==> src/rtl/instr_encoder.sv <==
// instr_encoder: turns a decoded operation request into an RV32I instruction word
// and queues it in a 2-entry FIFO. HALT enqueues 32'hFFFF_FFFF and makes the block
// sticky-halted. Optional build macro INSTR_ENC_IMM_CHECK_EN drops requests whose
// immediate does not fit the target format; otherwise immediates are truncated.
module instr_encoder (
    input  logic        clk,
    input  logic        rst_n,
    input  logic        in_valid,
    output logic        in_ready,
    input  logic [3:0]  op_class,
    input  logic [2:0]  funct3,
    input  logic        funct7b5,
    input  logic [4:0]  rd,
    input  logic [4:0]  rs1,
    input  logic [4:0]  rs2,
    input  logic [31:0] imm,
    output logic        out_valid,
    input  logic        out_ready,
    output logic [31:0] out_instr,
    output logic        halted,
    output logic        err
);

    localparam logic [6:0] OpLoad   = 7'b0000011;
    localparam logic [6:0] OpStore  = 7'b0100011;
    localparam logic [6:0] OpReg    = 7'b0110011;
    localparam logic [6:0] OpImm    = 7'b0010011;
    localparam logic [6:0] OpBranch = 7'b1100011;
    localparam logic [6:0] OpJal    = 7'b1101111;
    localparam logic [6:0] OpJalr   = 7'b1100111;
    localparam logic [6:0] OpLui    = 7'b0110111;

    logic [31:0] mem_q [2];
    logic        wr_ptr_q, rd_ptr_q;
    logic [1:0]  count_q, count_d;
    logic        halted_q, err_q;

    logic [31:0] enc_word;
    logic        op_legal, imm_ok, is_shift;
    logic        accept, push, pop;

    assign is_shift = (funct3 == 3'b001) || (funct3 == 3'b101);

    // Field placement for each op class; unknown classes flag op_legal low.
    always_comb begin
        enc_word = '0;
        op_legal = 1'b1;
        case (op_class)
            4'd0: enc_word = {imm[11:0], rs1, 3'b010, rd, OpLoad};
            4'd1: enc_word = {imm[11:5], rs2, rs1, 3'b010, imm[4:0], OpStore};
            4'd2: enc_word = {1'b0, funct7b5, 5'b0, rs2, rs1, funct3, rd, OpReg};
            4'd3: begin
                if (is_shift) begin
                    enc_word = {1'b0, funct7b5, 5'b0, imm[4:0], rs1, funct3, rd, OpImm};
                end else begin
                    enc_word = {imm[11:0], rs1, funct3, rd, OpImm};
                end
            end
            4'd4: enc_word = {imm[12], imm[10:5], rs2, rs1, funct3, imm[4:1], imm[11], OpBranch};
            4'd5: enc_word = {imm[20], imm[10:1], imm[11], imm[19:12], rd, OpJal};
            4'd6: enc_word = {imm[11:0], rs1, 3'b000, rd, OpJalr};
            4'd7: enc_word = {imm[31:12], rd, OpLui};
            4'd8: enc_word = 32'hFFFF_FFFF;
            default: op_legal = 1'b0;
        endcase
    end

`ifdef INSTR_ENC_IMM_CHECK_EN
    logic fits12, fits13, fits21;
    // A signed N-bit value has all bits from N-1 upward equal.
    assign fits12 = (&imm[31:11]) || !(|imm[31:11]);
    assign fits13 = (&imm[31:12]) || !(|imm[31:12]);
    assign fits21 = (&imm[31:20]) || !(|imm[31:20]);

    // Range check of the immediate against the selected format.
    always_comb begin
        imm_ok = 1'b1;
        case (op_class)
            4'd0, 4'd1, 4'd6: imm_ok = fits12;
            4'd3:             imm_ok = is_shift ? (imm[11:5] == 7'd0) : fits12;
            4'd4:             imm_ok = fits13 && !imm[0];
            4'd5:             imm_ok = fits21 && !imm[0];
            4'd7:             imm_ok = (imm[11:0] == 12'd0);
            default:          imm_ok = 1'b1;
        endcase
    end
`else
    assign imm_ok = 1'b1;
`endif

    assign in_ready  = (count_q != 2'd2) && !halted_q;
    assign accept    = in_valid && in_ready;
    assign push      = accept && op_legal && imm_ok;
    assign pop       = out_valid && out_ready;
    assign out_valid = (count_q != 2'd0);
    assign out_instr = out_valid ? mem_q[rd_ptr_q] : 32'd0;
    assign halted    = halted_q;
    assign err       = err_q;

    // Occupancy: push and pop together leave it unchanged.
    always_comb begin
        count_d = count_q;
        if (push && !pop) begin
            count_d = count_q + 2'd1;
        end else if (pop && !push) begin
            count_d = count_q - 2'd1;
        end
    end

    // FIFO storage, pointers, sticky halt and the one-cycle drop pulse.
    always_ff @(posedge clk or negedge rst_n) begin
        if (!rst_n) begin
            mem_q[0] <= '0;
            mem_q[1] <= '0;
            wr_ptr_q <= 1'b0;
            rd_ptr_q <= 1'b0;
            count_q  <= 2'd0;
            halted_q <= 1'b0;
            err_q    <= 1'b0;
        end else begin
            if (push) begin
                mem_q[wr_ptr_q] <= enc_word;
                wr_ptr_q        <= ~wr_ptr_q;
            end
            if (pop) begin
                rd_ptr_q <= ~rd_ptr_q;
            end
            count_q <= count_d;
            err_q   <= accept && !(op_legal && imm_ok);
            if (push && (op_class == 4'd8)) begin
                halted_q <= 1'b1;
            end
        end
    end

endmodule

==> config.mk <==
export PLATFORM = sky130hd
export DESIGN_NAME = instr_encoder
export DESIGN_NICKNAME = d
export VERILOG_FILES = /design/src/rtl/instr_encoder.sv
export SDC_FILE = /design/constraint.sdc
export NUM_CORES = 1
export LEC_CHECK = 0
export BUFFER_PORTS_ARGS = -buffer_cell sky130_fd_sc_hd__buf_2
export CORE_MARGIN = 2
export CORE_UTILIZATION = 45
export DETAILED_ROUTE_END_ITERATION = 8
export PLACE_DENSITY = 0.77
export SYNTH_ARGS = -nofsm -noshare
export SYNTH_HDL_FRONTEND = slang
export SYNTH_SLANG_ARGS = --single-unit
==> constraint.sdc <==
create_clock -name clk -period 2.19 [get_ports clk]
set_clock_uncertainty 0.1 [all_clocks]
set_input_delay 0.1095 -clock clk [delete_from_list [all_inputs] [get_ports clk]]
set_output_delay 0.1095 -clock clk [all_outputs]
set_load 0.05 [all_outputs]
# [Yosys cells after proc, flatten, opt, wreduce, memory -nomap -nowiden]
# Cells that the tools add are included.
# Widths: inputs -> output; s select.
[totals] latchBits=0 regBits=70 mem_count=0 rom_bits=0 wordCells=57 mem_bits_rw=0 out_inout_bits=36 input_bits=59
[op_classes] n_div=0 order_cmp=3 shift=0 eq_ne=11 reduce_logical=18 bitwise=4 n_mul=0 n_addsub=2 n_mux=12
[op_table] cell="$pmux 32 s9" count=1
[op_table] cell="$mux 32" count=6
[op_table] cell="$bwmux 64" count=1
[op_table] cell="$demux 32 s1" count=1
[op_table] cell="$eq 4x3->1 const B" count=4
[op_table] cell="$logic_and 1x1->1" count=9
[op_table] cell="$reduce_or 9->1" count=1
[op_table] cell="$eq 4x2->1 const B" count=2
[op_table] cell="$eq 4x1->1 const B" count=1
[op_table] cell="$eq 4x4->1 const B" count=1
[op_table] cell="$ge 2x2->1 const B" count=2
[op_table] cell="$logic_not 1->1" count=4
[op_table] cell="$logic_not 4->1" count=1
[op_table] cell="$mux 2" count=2
[op_table] cell="$not 1->2" count=2
[op_table] cell="$reduce_bool 2->1" count=2
[op_table] cell="$eq 3x1->1 const B" count=1
[op_table] cell="$eq 3x3->1 const B" count=1
[op_table] cell="$add 2x1->2 const B" count=1
[op_table] cell="$lt 2x1->1 const B" count=1
[op_table] cell="$ne 2x2->1 const B" count=1
[op_table] cell="$not 1->1" count=2
[op_table] cell="$sub 2x1->2 const B" count=1
[op_table] cell="$logic_or 1x1->1" count=1
[op_table] cell="$mux 1" count=1

# [Depth between registers and ports, before layout]
# Gate-level depths: netlist of the first run.
[depth] ltp_word=8 depth_mapped=8

# [Worst setup path before layout of the first run]
# Ideal clock, no wire load.
[synth_timing] path_type="reg2reg" from="reg halted_q (netlist: halted)" to="reg mem_q[51] in the netlist's numbering" arrival_time_ns=1.728 stages_incl_launch_ff=5 t_required_ns=1.965 slack_ns=0.238 setup_ns=0.125 cell_sequence="dfrtp_1 -> nor2b_1 -> nor4b_4 -> buf_6 -> mux2_2"
[synth_between] elab_chain_cells=4
[synth_lines] item="from (decl)" line="36" rtl="logic halted_q, err_q;"
[synth_lines] item="from (signal assigned)" line="118" rtl="halted_q <= 1'b0;"
[synth_lines] item="from (signal assigned)" line="131" rtl="halted_q <= 1'b1;"
[synth_lines] item="$logic_not 1->1" line="91" rtl="assign in_ready = (count_q != 2'd2) && !halted_q;"
[synth_lines] item="$logic_and 1x1->1" line="91"
[synth_lines] item="$logic_and 1x1->1" line="92" rtl="assign accept = in_valid && in_ready;"
[synth_lines] item="$logic_and 1x1->1" line="93" rtl="assign push = accept && op_legal && imm_ok;"
[synth_lines] item="to (signal, indexed assignment)" line="122" rtl="mem_q[wr_ptr_q] <= enc_word;"
[synth_lines] item="to (decl)" line="33" rtl="logic [31:0] mem_q [2];"
# Every way passes these cells.
# A chain may end at the register's enable or synchronous reset.

# [Final worst setup path of the first run]
[layout_timing] from="in op_class[1]" to="reg mem_q[37] in the netlist's numbering"
[layout_between] elab_chain_cells=4
[layout_lines] item="from (decl)" line="10" rtl="input logic [3:0] op_class,"
[layout_lines] item="$eq 4x4->1 (tied with other cells)" line="48" rtl="case (op_class)"
[layout_lines] item="$reduce_or 9->1 (no source line)"
[layout_lines] item="$mux 1" line="48"
[layout_lines] item="$logic_and 1x1->1" line="93"
# Several ways; a longest one is shown, not always the timed one.

==> flow_metrics.tcl, run 1 <==
set metrics [dict create \
    crit_arrival_ns 2.06 \
    grtUsageMet2 0.353 \
    cts_resized 0 \
    yosys-top-cells-count "dfrtp_1 (68), nor2_1 (59), mux2i_1 (43)" \
    cpMaxStageDelayCell "dlygate4sd3_1" \
    cp_slowest_stage_delay_ns 0.54 \
    wirelength_um 10500 \
    grt-busiest-layer "met2" \
    setup_violations 0 \
    finalCriticalPeriod_ns 1.93 \
    fin_crit_sh 0.883 \
    area_growth_pct 20.8 \
    first_global_vias 3454 \
    cts_tree "built" \
    fillers 770 \
    wl_per_cell_um 17.2 \
    use_met3 0.0362 \
    cp_cell_sequence "dlygate4sd3_1 -> buf_2 -> o31a_1 -> nor4b_4 -> buf_12 -> mux2_2" \
    dp_hpwl_um 7330 \
    dpl_cell_area_um2 4620 \
    start_util 0.465 \
    h-tree-depth 3 \
    syn-cell-area_um2 4060 \
    via_per_inst 5.59 \
    cp_max_fo 42 \
    worst_slew_pin_slew_ns 0.798 \
    die_area_um2 9790 \
    end_kind "flop" \
    ioPinCount 95 \
    required_ns 2.31 \
    insertedDiodeCount 0 \
    synth_fp_nets 466 \
    gr-total-overflow 0 \
    synthCells 406 \
    ant_nets 0 \
    leakage_nw 2.36 \
    drtIter0Drc 295 \
    cellPowerDensity_nw_per_um2 1490 \
    clock-sinks 68 \
    cts_hold_buffers 6 \
    yosysTopAreaCell "dfrtp_1" \
    post_cts_buffers 0 \
    synth_top_area_frac 0.419 \
    numCtsBuffers 9 \
    synth.distinct_cells 49 \
    maxCapViolations 0 \
    syn_area_per_cell_um2 9.99 \
    die_h_um 99.0 \
    yosys.cell_count.top_type "dfrtp_1" \
    drcViolationCount 0 \
    yosys-top-cells-area "dfrtp_1 (42%), mux2_2 (11%), mux2i_1 (11%), nor2_1 (5.5%), a21oi_1 (3.9%)" \
    nets 556 \
    clk_pin_slew_ns 0.09 \
    slew_headroom 0.467 \
    clock_latency_ns 0.35 \
    setup_tns_ns 0 \
    clockRootBuffer "clkbuf_8" \
    layout-drive-gt1-share 0.349 \
    io_buffers 94 \
    die_x_um 99.0 \
    hp-class "input port to flop" \
    vdd_drop_max_v 0.000749 \
    synth.yosys.seq_area_share 0.419 \
    met1_usage 0.285 \
    final_cell_area_um2 4900 \
    rows 34 \
    finalHoldViolations 0 \
    gp_congestion 0.957 \
    synth_ff_type "dfrtp_1" \
    status "finished clean" \
    ys_seq_elements 68 \
    startpoint_type "input port" \
    grt_pass1_wl_um 17100 \
    antenna_found_initial 0 \
    clk_path_buf_depth 2 \
    fp.coreArea_um2 8720 \
    synth-edff-count 0 \
    vias 3403 \
    synthArstFlopShare 1.00 \
    ys_warn_count 0 \
    grt_usage 0.220 \
    rsz0062_at_grt "no" \
    grt_max_degree 69 \
    firstDrtPassIters 4 \
    slew_viol_final 0 \
    clock.fmax_mhz 517 \
    path_class "input port to flop" \
]
## critical path, delay by kind of cell
family	cells	cell delay (ns)
multiplexers	1	0.37
AO/OA/AOI/OAI	1	0.33
buffers and inverters	3	0.95
AND/OR/NAND/NOR	1	0.27
## cells by family after synthesis
group / Yosys count / synth area share
buf+inv: 39 / 0.0540
flops: 68 / 0.419
xor+xnor: 8 / 0.0173
compound gates: 100 / 0.161
fa+ha+maj: 1 / 0.00308
simple gates: 108 / 0.131
mux: 82 / 0.214
## flip-flops by register name, indices dropped and copies added, names as in the netlist
register and flops:
mem_q 62, count_q 2, err 1, halted 1
rd_ptr_q 1, wr_ptr_q 1
## final timing paths
path	start	endpoint	slack, ns	depth (start not counted)
worst max-delay path	op_class[1]	mem_q[37]	0.26	6
worst min-delay path	funct7b5	mem_q[30]	0.05	4
worst max register to register	halted	mem_q[37]	0.36	4
worst min register to register	mem_q[1]	mem_q[1]	0.38	1
max in group asynchronous	rst_n	mem_q[62]	1.44	3
min in group asynchronous	rst_n	mem_q[26]	0.21	3
## area by class of cell
type / count / area, um^2 / area share
clock buffers: 9 / 124 / 0.0253
clock inverters: 7 / 100 / 0.0204
inverters: 4 / 15.0 / 0.00306
multi-input cells: 299 / 2140 / 0.436
flip-flops and latches: 68 / 1700 / 0.347
well taps: 108 / 135 / 0.0276
repair buffers: 114 / 686 / 0.140
## where the power goes
part,switching (mW),total (mW),internal [mW]
clock,0.516,1.16,0.649
sequential,0.354,2.19,1.84
combinational,2.68,3.93,1.25
## cells in the final DEF, fill, tap and decap left out, drive strengths merged, types with 7 or more instances in the layout
cell type	synthesis	final
a21oi	32	32
a31o	7	7
buf	23	108
clkbuf	12	9
dfrtp	68	68
mux2	39	39
mux2i	43	43
nand2	16	16
nor2	59	59
nor2b	12	12
o21ai	10	10
o22ai	12	12
## per-layer routing
layer / wire (um) / part of all wire
met3: 525 / 0.050
met5: 0 / 0
met4: 330 / 0.031
met1: 4510 / 0.43
met2: 5120 / 0.49
## stage by stage
| stage | utilization | power (mW) | cells | setup WS (ns) | hold WS [ns] |
|---|---|---|---|---|---|
| final | 0.562 | 7.29 | 609 | 0.255 | 0.0460 |
| after global routing | 0.562 | 7.72 | 609 | 0.207 | 0.0541 |
| after CTS | 0.562 | 7.35 | 609 | 0.284 | 0.0342 |
| after detailed placement | 0.530 | 6.17 | 587 | 0.397 | 0.0582 |
| after global placement | 0.530 | 6.06 | 587 | 0.452 | 0.0509 |
| after floorplan | - | 5.25 | 406 | 0.238 | -0.286 |
Note: power is estimated with default switching activity, not from simulation.
==> run 2, diff against run 1 <==
RECOVER_POWER = 50   (was unset)
==> flow_metrics.tcl, run 2 (synthesis gave the netlist of run 1 again) <==
set metrics [dict create \
    clk_pin_slew_ns 0.09 \
    grt_usage 0.220 \
    finalPower_mw 7.26 \
    layout_common_cells "buf_2 (90), dfrtp_1 (67), nor2_1 (59)" \
    fp.coreArea_um2 8720 \
    path_class "input port to flop" \
    drcViolationCount 0 \
    setup_tns_ns 0 \
    insertedDiodeCount 0 \
    end_kind "flop" \
    regMostFlops "mem_q" \
    ant_nets 0 \
    die_x_um 99.0 \
    dpl_cell_area_um2 4620 \
    hold-path-cell-count 4 \
    setup_violations 0 \
    status "finished clean" \
    post_cts_buffers 0 \
    antenna_found_initial 0 \
    vdd_drop_max_v 0.000750 \
    cellPowerDensity_nw_per_um2 1490 \
    cts_tree "built" \
    clock.fmax_mhz 517 \
    hold_ws_ns 0.0444 \
    clock-sinks 68 \
    startpoint_type "input port" \
    numCtsBuffers 9 \
    dp_hpwl_um 7330 \
    wl_per_cell_um 17.1 \
    r2r_cells 4 \
    ioPinCount 95 \
    grt_max_degree 69 \
    slew_headroom 0.400 \
    nets 556 \
    area_growth_pct 20.0 \
    reg_top3 "mem_q (62), count_q (2)" \
    wirelength_um 10400 \
    worst_slew_pin_slew_ns 0.901 \
    maxCapViolations 0 \
    h-tree-depth 3 \
    rsz0062_at_grt "no" \
    cp_max_fo 42 \
    die_h_um 99.0 \
    largest_register_ffs 62 \
    finalHoldViolations 0 \
    cts_resized 0 \
    firstDrtPassIters 4 \
    clock_latency_ns 0.35 \
    die_area_um2 9790 \
    first_global_vias 3454 \
    slew_viol_final 0 \
    final_common_cell "buf_2" \
    final_cell_area_um2 4870 \
    hp-class "input port to flop" \
    start_util 0.465 \
    cts_hold_buffers 6 \
    fin_crit_sh 0.884 \
    via_per_inst 5.60 \
    clk_path_buf_depth 2 \
    finalCriticalPeriod_ns 1.94 \
    gp_congestion 0.957 \
    clockRootBuffer "clkbuf_8" \
    crit_arrival_ns 2.06 \
    io_buffers 94 \
    leakage_nw 2.33 \
    vias 3411 \
    gr-total-overflow 0 \
    rows 34 \
    grt_pass1_wl_um 17100 \
    required_ns 2.31 \
    drtIter0Drc 233 \
    layout-drive-gt1-share 0.333 \
]
-- run 2: cell type report --
cell class / count / area, um^2
Sequential cell: 68 / 1700
Tap cell: 108 / 135
Clock inverter: 7 / 100
Fill cell: 775 / 3850
Inverter: 4 / 15.0
Multi-Input combinational cell: 299 / 2130
Timing Repair Buffer: 114 / 661
Clock buffer: 9 / 124
-- run 2: worst paths after layout --
kind / from / end / slack (ns)
worst max-delay path: op_class[1] / mem_q[37] / 0.25
worst min-delay path: funct7b5 / mem_q[30] / 0.04
worst max register to register: count_q[0] / mem_q[4] / 0.34
worst min register to register: mem_q[1] / mem_q[1] / 0.38
max in group asynchronous: rst_n / rd_ptr_q / 0.91
min in group asynchronous: rst_n / mem_q[26] / 0.46
-- run 2: per-stage QoR --
| stage | utilization | cells | worst slack [ns] |
|---|---|---|---|
| 3_5_place_dp | 0.530 | 587 | 0.397 |
| 3_3_place_gp | 0.530 | 587 | 0.452 |
| 4_1_cts | 0.562 | 609 | 0.284 |
| 2_1_floorplan | - | 406 | 0.238 |
| 5_1_grt | 0.558 | 609 | 0.107 |
| 6_report | 0.558 | 609 | 0.254 |
-- run 2: worst max-delay path: stages --
cell and delay (ns):
dlygate4sd3_1 0.54, buf_2 0.14, o31a_1 0.33, nor4b_4 0.27, buf_12 0.27, mux2_2 0.37
-- run 2: metal layers --
metal  up-vias  GRT usage  wire length [um]
li1       1645          -                 -
met1      1636      0.285              4470
met2       102      0.353              5100
met3        28     0.0362               485
met4         0      0.117               364
met5         -          0                 0
-- run 2: power breakdown --
group          switching [mW]  internal [mW]  leakage [nW]
sequential              0.349           1.84         0.842
clock                   0.511          0.649         0.114
combinational            2.68           1.23          1.38
total                    3.54           3.72          2.33
==> run 3, diff against run 2 <==
CAP_MARGIN = 10   (was unset)
PLACE_DENSITY = 0.69   (was 0.77)
==> flow_metrics.tcl, run 3 (synthesis gave the netlist of run 1 again) <==
set metrics [dict create \
    status "finished clean" \
    layout-drive-gt1-share 0.343 \
    regMostFlops "mem_q" \
    ant_nets 0 \
    cellPowerDensity_nw_per_um2 1490 \
    vdd_drop_max_v 0.000827 \
    cts_resized 0 \
    cp_max_fo 25 \
    nets 557 \
    ioPinCount 95 \
    vias 3351 \
    grt_max_degree 33 \
    cts_tree "built" \
    setup_violations 0 \
    clk_pin_slew_ns 0.07 \
    clock.fmax_mhz 527 \
    end_kind "output port" \
    path_class "flop to output port" \
    slew_headroom 0.445 \
    cp_slowest_stage_delay_ns 0.52 \
    reg_top3 "mem_q (62), count_q (2)" \
    via_per_inst 5.49 \
    rows 34 \
    slew_viol_final 0 \
    crit-reg2reg-launch "count_q[0]" \
    clockRootBuffer "clkbuf_8" \
    crit_arrival_ns 1.69 \
    rsz0062_at_grt "no" \
    setup_tns_ns 0 \
    gp_congestion 0.855 \
    h-tree-depth 3 \
    crit_start "rd_ptr_q" \
    finalCriticalPeriod_ns 1.90 \
    die_h_um 99.0 \
    largest_register_ffs 62 \
    gr-total-overflow 0 \
    finalPower_mw 7.29 \
    grt_usage 0.215 \
    first_global_vias 3441 \
    cp_cell_sequence "buf_12 -> mux2i_1 -> nor2_1 -> buf_2" \
    fin_util 0.561 \
    die_x_um 99.0 \
    maxCapViolations 0 \
    final_common_cell "buf_2" \
    leakage_nw 2.35 \
    clock_latency_ns 0.34 \
    fp.coreArea_um2 8720 \
    hp-class "input port to flop" \
    cpMaxStageDelayCell "dfrtp_2" \
    worst_slew_pin_slew_ns 0.830 \
    io_buffers 94 \
    fillers 756 \
    drtIter0Drc 129 \
    required_ns 1.98 \
    fin_crit_sh 0.867 \
    start_util 0.465 \
    clk_path_buf_depth 2 \
    die_area_um2 9790 \
    clock-sinks 68 \
    finalHoldViolations 0 \
    numCtsBuffers 9 \
    worstHoldStart "imm[5]" \
    antenna_found_initial 0 \
    insertedDiodeCount 0 \
    firstDrtPassIters 4 \
    dp_hpwl_um 7390 \
    layout_common_cells "buf_2 (90), dfrtp_1 (67), nor2_1 (58)" \
    wl_per_cell_um 16.6 \
    drcViolationCount 0 \
    startpoint_type "flop" \
    wirelength_um 10100 \
    grt_pass1_wl_um 16800 \
    area_growth_pct 20.5 \
]
run 3: cell count changes in the layout (fill, tap and decap cells not counted), moves of 2 or more:
cell	before	now
dlygate4sd3_1	6	4
clkbuf_8	9	12
buf_4	8	11
clkinv_4	3	0
run 3: path summary, 6_finish.rpt:
| check | to | slack [ns] | cells after the start |
|---|---|---|---|
| setup reg to reg | mem_q[21] | 0.36 | 4 |
| min in group asynchronous | mem_q[1] | 0.21 | 2 |
| hold / removal | mem_q[25] | 0.06 | 3 |
| setup / recovery | out_instr[20] | 0.29 | 4 |
| max in group asynchronous | mem_q[11] | 0.60 | 3 |
| hold reg to reg | mem_q[22] | 0.38 | 2 |
run 3: metrics by stage:
stage	hold slack (ns)	instance area (um^2)	setup slack, ns	instances
3_5_place_dp	0.0588	4640	0.305	590
6_report	0.0566	4890	0.292	610
3_3_place_gp	0.0442	4640	0.349	590
4_1_cts	0.0484	4920	0.277	610
2_1_floorplan	-0.286	4060	0.238	406
5_1_grt	0.0675	4890	0.199	610
run 3: repair_timing:
item,CTS,global route
endpoints found under the hold margin,28,0
setup buffers,0,0
hold buffers,4,0
run 3: critical path, delay by kind of cell (launching register included):
family                 cells  cell delay [ns]
buffers and inverters      2             0.47
DFF                        1             0.52
muxes                      1             0.27
and+or+nand+nor            1             0.06
run 3: power by group:
group          leakage (nW)  switching, mW  internal (mW)  total, mW
sequential            0.842          0.356           1.84       2.20
combinational          1.39           2.66           1.24       3.90
clock                 0.122          0.463          0.731       1.19
run 3: per-layer routing:
| metal | vias up | GRT usage | share of wire |
|---|---|---|---|
| li1 | 1642 | - | - |
| met1 | 1613 | 0.283 | 0.45 |
| met2 | 77 | 0.356 | 0.48 |
| met3 | 19 | 0.0312 | 0.040 |
| met4 | 0 | 0.0906 | 0.023 |
| met5 | - | 0 | 0 |
run 3: area by class of cell:
| cell class | instances | area [um^2] | share of cell area |
|---|---|---|---|
| Multi-Input combinational cell | 299 | 2140 | 0.438 |
| Sequential cell | 68 | 1700 | 0.348 |
| Timing Repair Buffer | 115 | 661 | 0.135 |
| Clock buffer | 12 | 165 | 0.0338 |
| Tap cell | 108 | 135 | 0.0276 |
| Clock inverter | 4 | 70.1 | 0.0143 |
| Inverter | 4 | 15.0 | 0.00307 |
